File: config.mk
export PLATFORM = sky130hd
export DESIGN_NAME = pe_dot_sequencer_flat
export DESIGN_NICKNAME = d
export VERILOG_FILES = /design/src/rtl/pe_dot_sequencer_if.sv /design/src/rtl/pe_dot_sequencer.sv /design/src/flat_wrapper.sv
export SDC_FILE = /design/constraint.sdc
export NUM_CORES = 1
export LEC_CHECK = 0
export BUFFER_PORTS_ARGS = -buffer_cell sky130_fd_sc_hd__buf_4
export CAP_MARGIN = 20
export CORE_ASPECT_RATIO = 1.5
export CORE_MARGIN = 5
export CORE_UTILIZATION = 27
export CTS_BUF_LIST = sky130_fd_sc_hd__clkbuf_8
export DETAILED_ROUTE_END_ITERATION = 16
export HOLD_SLACK_MARGIN = 0.05
export PLACE_DENSITY = 0.57
export SETUP_SLACK_MARGIN = 0.05
export SLEW_MARGIN = 5
export SYNTH_ARGS = -nofsm -noshare
export SYNTH_HDL_FRONTEND = slang
export SYNTH_SLANG_ARGS = --single-unit
File: constraint.sdc
create_clock -name clk -period 3.8 [get_ports clk]
set_clock_uncertainty 0.2 [all_clocks]
set_input_delay 0.76 -clock clk [delete_from_list [all_inputs] [get_ports clk]]
set_output_delay 0.76 -clock clk [all_outputs]
set_load 0.1 [all_outputs]
File: src/rtl/pe_dot_sequencer_if.sv
// rtl/pe_dot_sequencer_if.sv - handshake and PE-side signal bundle for pe_dot_sequencer
// Ports (grouped): command (cmd_valid/cmd_len/cmd_ready), operand stream
// (in_valid/in_floatA/in_floatB/in_ready), PE drive (pe_clear/pe_floatA/pe_floatB/pe_result),
// result (out_valid/out_result/out_ready), status (busy).
// master = environment side, slave = sequencer side.
interface pe_dot_sequencer_if #(
    parameter int LEN_W = 8
);
    logic             cmd_valid;
    logic [LEN_W-1:0] cmd_len;
    logic             cmd_ready;
    logic             in_valid;
    logic [15:0]      in_floatA;
    logic [15:0]      in_floatB;
    logic             in_ready;
    logic             pe_clear;
    logic [15:0]      pe_floatA;
    logic [15:0]      pe_floatB;
    logic [15:0]      pe_result;
    logic             out_valid;
    logic [15:0]      out_result;
    logic             out_ready;
    logic             busy;

    modport master (
        output cmd_valid, cmd_len,
        input  cmd_ready,
        output in_valid, in_floatA, in_floatB,
        input  in_ready,
        input  pe_clear, pe_floatA, pe_floatB,
        output pe_result,
        input  out_valid, out_result,
        output out_ready,
        input  busy
    );

    modport slave (
        input  cmd_valid, cmd_len,
        output cmd_ready,
        input  in_valid, in_floatA, in_floatB,
        output in_ready,
        output pe_clear, pe_floatA, pe_floatB,
        input  pe_result,
        output out_valid, out_result,
        input  out_ready,
        output busy
    );
endinterface

File: src/rtl/pe_dot_sequencer.sv
// rtl/pe_dot_sequencer.sv - sequences one PE through a half-precision dot product
// Ports: clk, reset (sync, active-high), bus (pe_dot_sequencer_if.slave) carrying the
// command, operand stream, PE drive, result handshake and busy status.
module pe_dot_sequencer #(
    parameter int LEN_W = 8
) (
    input logic              clk,
    input logic              reset,
    pe_dot_sequencer_if.slave bus
);
    typedef enum logic [2:0] {
        S_IDLE   = 3'd0,
        S_CLEAR  = 3'd1,
        S_STREAM = 3'd2,
        S_DRAIN  = 3'd3,
        S_DONE   = 3'd4
    } state_t;

    state_t           state;
    logic [LEN_W-1:0] remaining;
    logic             drain_cnt;
    logic             pe_clear_q;
    logic [15:0]      a_q;
    logic [15:0]      b_q;
    logic [15:0]      out_result_q;
    logic             cmd_ready_q;
    logic             in_ready_q;
    logic             out_valid_q;
    logic             busy_q;

    // Status flags are registered alongside every state transition so they
    // always match the state register without a decode stage on the outputs.
    always_ff @(posedge clk) begin
        if (reset) begin
            state        <= S_IDLE;
            remaining    <= '0;
            drain_cnt    <= 1'b0;
            pe_clear_q   <= 1'b1;   // PE clears at the edge after reset
            a_q          <= 16'h0000;
            b_q          <= 16'h0000;
            out_result_q <= 16'h0000;
            cmd_ready_q  <= 1'b1;
            in_ready_q   <= 1'b0;
            out_valid_q  <= 1'b0;
            busy_q       <= 1'b0;
        end else begin
            // Zero operands by default: a stalled or idle PE accumulates 0.
            pe_clear_q <= 1'b0;
            a_q        <= 16'h0000;
            b_q        <= 16'h0000;
            case (state)
                S_IDLE: begin
                    if (bus.cmd_valid) begin
                        remaining   <= bus.cmd_len;
                        pe_clear_q  <= 1'b1;
                        state       <= S_CLEAR;
                        cmd_ready_q <= 1'b0;
                        busy_q      <= 1'b1;
                    end
                end
                S_CLEAR: begin
                    drain_cnt <= 1'b0;
                    if (remaining != '0) begin
                        state      <= S_STREAM;
                        in_ready_q <= 1'b1;
                    end else begin
                        state <= S_DRAIN;
                    end
                end
                S_STREAM: begin
                    if (bus.in_valid) begin
                        a_q <= bus.in_floatA;
                        b_q <= bus.in_floatB;
                        if (remaining != '0) begin
                            remaining <= remaining - LEN_W'(1);
                        end
                        if (remaining == LEN_W'(1)) begin
                            state      <= S_DRAIN;
                            in_ready_q <= 1'b0;
                        end
                    end
                end
                S_DRAIN: begin
                    // Two cycles: the last pair is multiplied in the first and
                    // its sum is visible on pe_result in the second.
                    drain_cnt <= ~drain_cnt;
                    if (drain_cnt) begin
                        out_result_q <= bus.pe_result;
                        state        <= S_DONE;
                        out_valid_q  <= 1'b1;
                    end
                end
                S_DONE: begin
                    if (bus.out_ready) begin
                        state       <= S_IDLE;
                        out_valid_q <= 1'b0;
                        busy_q      <= 1'b0;
                        cmd_ready_q <= 1'b1;
                    end
                end
                default: begin
                    state       <= S_IDLE;
                    cmd_ready_q <= 1'b1;
                    in_ready_q  <= 1'b0;
                    out_valid_q <= 1'b0;
                    busy_q      <= 1'b0;
                end
            endcase
        end
    end

    assign bus.cmd_ready  = cmd_ready_q;
    assign bus.in_ready   = in_ready_q;
    assign bus.pe_clear   = pe_clear_q;
    assign bus.pe_floatA  = a_q;
    assign bus.pe_floatB  = b_q;
    assign bus.out_valid  = out_valid_q;
    assign bus.out_result = out_result_q;
    assign bus.busy       = busy_q;
endmodule
File: src/flat_wrapper.sv
// flat-port wrapper written by rule: the top's interface ports become plain ports
module pe_dot_sequencer_flat 
#(
    parameter int LEN_W = 8
)
  (clk, reset, bus_cmd_valid, bus_cmd_len, bus_cmd_ready, bus_in_valid, bus_in_floatA, bus_in_floatB, bus_in_ready, bus_pe_clear, bus_pe_floatA, bus_pe_floatB, bus_pe_result, bus_out_valid, bus_out_result, bus_out_ready, bus_busy);
  pe_dot_sequencer_if #(.LEN_W(LEN_W)) bus_i ();
  input logic clk;
  input logic reset;
  input wire logic [$bits(bus_i.cmd_valid)-1:0] bus_cmd_valid;
  input wire logic [$bits(bus_i.cmd_len)-1:0] bus_cmd_len;
  output wire logic [$bits(bus_i.cmd_ready)-1:0] bus_cmd_ready;
  input wire logic [$bits(bus_i.in_valid)-1:0] bus_in_valid;
  input wire logic [$bits(bus_i.in_floatA)-1:0] bus_in_floatA;
  input wire logic [$bits(bus_i.in_floatB)-1:0] bus_in_floatB;
  output wire logic [$bits(bus_i.in_ready)-1:0] bus_in_ready;
  output wire logic [$bits(bus_i.pe_clear)-1:0] bus_pe_clear;
  output wire logic [$bits(bus_i.pe_floatA)-1:0] bus_pe_floatA;
  output wire logic [$bits(bus_i.pe_floatB)-1:0] bus_pe_floatB;
  input wire logic [$bits(bus_i.pe_result)-1:0] bus_pe_result;
  output wire logic [$bits(bus_i.out_valid)-1:0] bus_out_valid;
  output wire logic [$bits(bus_i.out_result)-1:0] bus_out_result;
  input wire logic [$bits(bus_i.out_ready)-1:0] bus_out_ready;
  output wire logic [$bits(bus_i.busy)-1:0] bus_busy;
  assign bus_i.cmd_valid = bus_cmd_valid;
  assign bus_i.cmd_len = bus_cmd_len;
  assign bus_cmd_ready = bus_i.cmd_ready;
  assign bus_i.in_valid = bus_in_valid;
  assign bus_i.in_floatA = bus_in_floatA;
  assign bus_i.in_floatB = bus_in_floatB;
  assign bus_in_ready = bus_i.in_ready;
  assign bus_pe_clear = bus_i.pe_clear;
  assign bus_pe_floatA = bus_i.pe_floatA;
  assign bus_pe_floatB = bus_i.pe_floatB;
  assign bus_i.pe_result = bus_pe_result;
  assign bus_out_valid = bus_i.out_valid;
  assign bus_out_result = bus_i.out_result;
  assign bus_i.out_ready = bus_out_ready;
  assign bus_busy = bus_i.busy;
  pe_dot_sequencer #(.LEN_W(LEN_W)) u_core (.clk(clk), .reset(reset), .bus(bus_i));
endmodule
==> impl_metrics.yaml <==
status:
  status: "finished, final reports clean"
die:
  die_area_um2: 10900
  fp.dieH_um: 125
  fp.dieW_um: 86.9
  start_util_pct: 27.3
  pin_count: 114
  rows: 42
  core-area_um2: 8780
cts:
  holdBufCountCts: 0
  cts_resized: 0
  clock_sinks: 65
  cts.htree.levels: 3
  cts_buffers: 9
  ctsRootBufferMaster: "clkbuf_8"
  clkTransAtPathRegs_ns: 0.07
  tritoncts: "yes"
  postCtsSetupBuffers: 0
  insertion_delay_ns: 0.34
  clk_path_buf_depth: 2
timing:
  worstMarginPinSlew_ns: 0.721
  fmax_ghz: 0.423
  slew_viol_final: 0
  rsz0062_at_grt: "no"
  relSlewSlack_pct: 51.8
  setup_viol: 0
  finalCritPeriodShare_pct: 62.3
  post-route-min-period_ns: 2.37
  fin_setup_tns_ns: 0
  hold_viol_final: 0
  fin_hold_ws_ns: 0.254
pwr:
  p_leak_nw: 1.55
  irDropWorstVdd_uv: 309
  cellPowerDensity_nw_per_um2: 498
hold_path:
  hp-class: "register to register"
critical_path:
  crit_required_ns: 3.88
  cp-start-kind: "register"
  path_max_fanout: 32
  reg2reg_slack_ns: 1.43
  path_class: "register to register"
  arrival_ns: 2.45
  crit_path_end_kind: "register"
drt:
  detailroute.via_count: 2103
  wire_per_inst_um: 13.5
  first_pass_iters: 4
  drc: 0
  wl_mm: 6.43
  drt_iter0_markers: 73
  via_per_inst: 4.41
  drtAntennaViolNets: 0
cells_and_area:
  stdcell_area_um2: 3530
  stdcell_count: 477
  drive_gt1_share_pct: 37.1
  final_nets: 425
  synthToLayoutAreaGrowth_pct: 47.3
  n_antenna_cell: 0
  multi_input_area_um2: 985
  regArea_um2: 1300
  fill_cells: 907
run:
  drv_cap: 0
grt:
  grt_use_met1_pct: 12.6
  grt_usage_pct: 12.4
  grt_max_degree: 41
  antenna_found_initial: 0
  first_global_vias: 2144
  use_met3_pct: 5.07
  gr-total-overflow: 0
  grt_first_pass_wirelength_mm: 10.4
  grt-busiest-layer: "met2"
  grtUsageMet2_pct: 20.9
yosys:
  ys_seq_area_share_pct: 54.3
  syn_inst: 257
  syn_avg_cell_area_um2: 9.32
  synthArstFlopShare_pct: 0
  synth_area_leader_cell: "dfxtp_1"
  synth_nets: 320
  yosysMostFrequentCell: "dfxtp_1"
  synth_area_leaders: "dfxtp_1 54%, and2_1 8.6%, nand2_1 6.4%"
  ys.flop_type: "dfxtp_1"
  yosys_warnings: 0
  yosys.area.top_type_share_pct: 54.3
  syn_area_um2: 2390
  yosys.cell_types.count: 38
  synthTopCellsByCount: "65 x dfxtp_1, 41 x nand2_1, 33 x and2_1, 30 x a21oi_1, 13 x clkbuf_1"
  synth_edf_count: 0
  synth-seq-cells: 65
placement:
  place_congestion: 0.831
  dp_hpwl_mm: 4.70
  io_buffers: 113
  dp_cells: 461
  placed_area_um2: 3300
-- report_power, final --
group / internal, mW / switching [mW]
Sequential: 0.713 / 0.0330
Clock: 0.403 / 0.267
Combinational: 0.124 / 0.217
Total: 1.24 / 0.517
-- cell usage in the layout, fill, tap and decap left out, types with 2 or more instances in the layout --
cell type | netlist | routed
clkinv_2 | 0 | 2
nor2b_1 | 4 | 4
mux2i_1 | 2 | 2
o32ai_1 | 7 | 7
or3_1 | 2 | 2
a31oi_1 | 2 | 2
or2_2 | 2 | 2
o31a_1 | 2 | 2
bufinv_16 | 0 | 2
o21ai_0 | 2 | 2
inv_1 | 5 | 5
ha_1 | 2 | 2
nand2_1 | 41 | 41
a22oi_1 | 2 | 2
nor2_1 | 3 | 3
a21o_1 | 2 | 2
nor4_1 | 2 | 2
a211oi_1 | 2 | 2
buf_4 | 0 | 114
nand3_1 | 2 | 2
a21oi_1 | 30 | 30
or4_1 | 2 | 2
clkbuf_8 | 0 | 11
and2_1 | 33 | 33
nand2b_1 | 6 | 6
dfxtp_1 | 65 | 65
nor3_1 | 5 | 5
-- stage by stage --
stage	util, %	total power, mW	setup slack [ns]
2_1_floorplan	-	1.01	1.70
3_3_place_gp	37.6	1.10	1.46
3_5_place_dp	37.6	1.10	1.43
4_1_cts	40.2	1.78	1.41
5_1_grt	40.2	1.85	1.24
6_report	40.2	1.76	1.43
-- sequential cells by signal, indices dropped and copies added (netlist names) --
signal	count
u_core.bus.out_result	16
u_core.bus.pe_floatA	16
u_core.bus.pe_floatB	16
u_core.remaining	8
u_core.state	3
u_core.bus.busy	1
u_core.bus.cmd_ready	1
u_core.bus.in_ready	1
u_core.bus.out_valid	1
u_core.bus.pe_clear	1
u_core.drain_cnt	1
-- layout make-up --
cell class | count | share of cell area (%)
Inverter | 5 | 0.532
Tap cell | 110 | 3.90
Timing Repair Buffer | 114 | 24.3
Sequential cell | 65 | 36.9
Clock inverter | 5 | 2.20
Clock buffer | 11 | 4.29
Multi-Input combinational cell | 167 | 27.9
-- final timing paths --
kind / cells after the start / end / start
min: 2 / u_core.bus.out_result[5] / u_core.bus.out_result[5]
max: 4 / u_core.bus.pe_floatA[10] / u_core.state[1]
min reg2reg: 2 / u_core.bus.out_result[5] / u_core.bus.out_result[5]
max reg2reg: 4 / u_core.bus.pe_floatA[10] / u_core.state[1]
-- cell families after synthesis --
logic type	count (synthesis)	synth area share (%)
AND/OR/NAND/NOR	109	24.2
adder cells (fa/ha/maj)	2	1.04
buffers and inverters	25	4.55
flip-flops	65	54.3
AO/OA/AOI/OAI	53	14.5
multiplexers	3	1.31
-- layer usage --
layer,vias to the layer above,wire (um)
li1,1071,-
met1,956,2350
met2,63,3470
met3,13,434
met4,0,170
met5,-,0
-- critical path, cell delays in order (launching register included) --
cell and delay (ns):
dfxtp_1 0.79, or3b_1 0.63, nor3b_2 0.23, buf_4 0.28, and2_1 0.17
No activity file was read; power rests on OpenSTA's default activity.
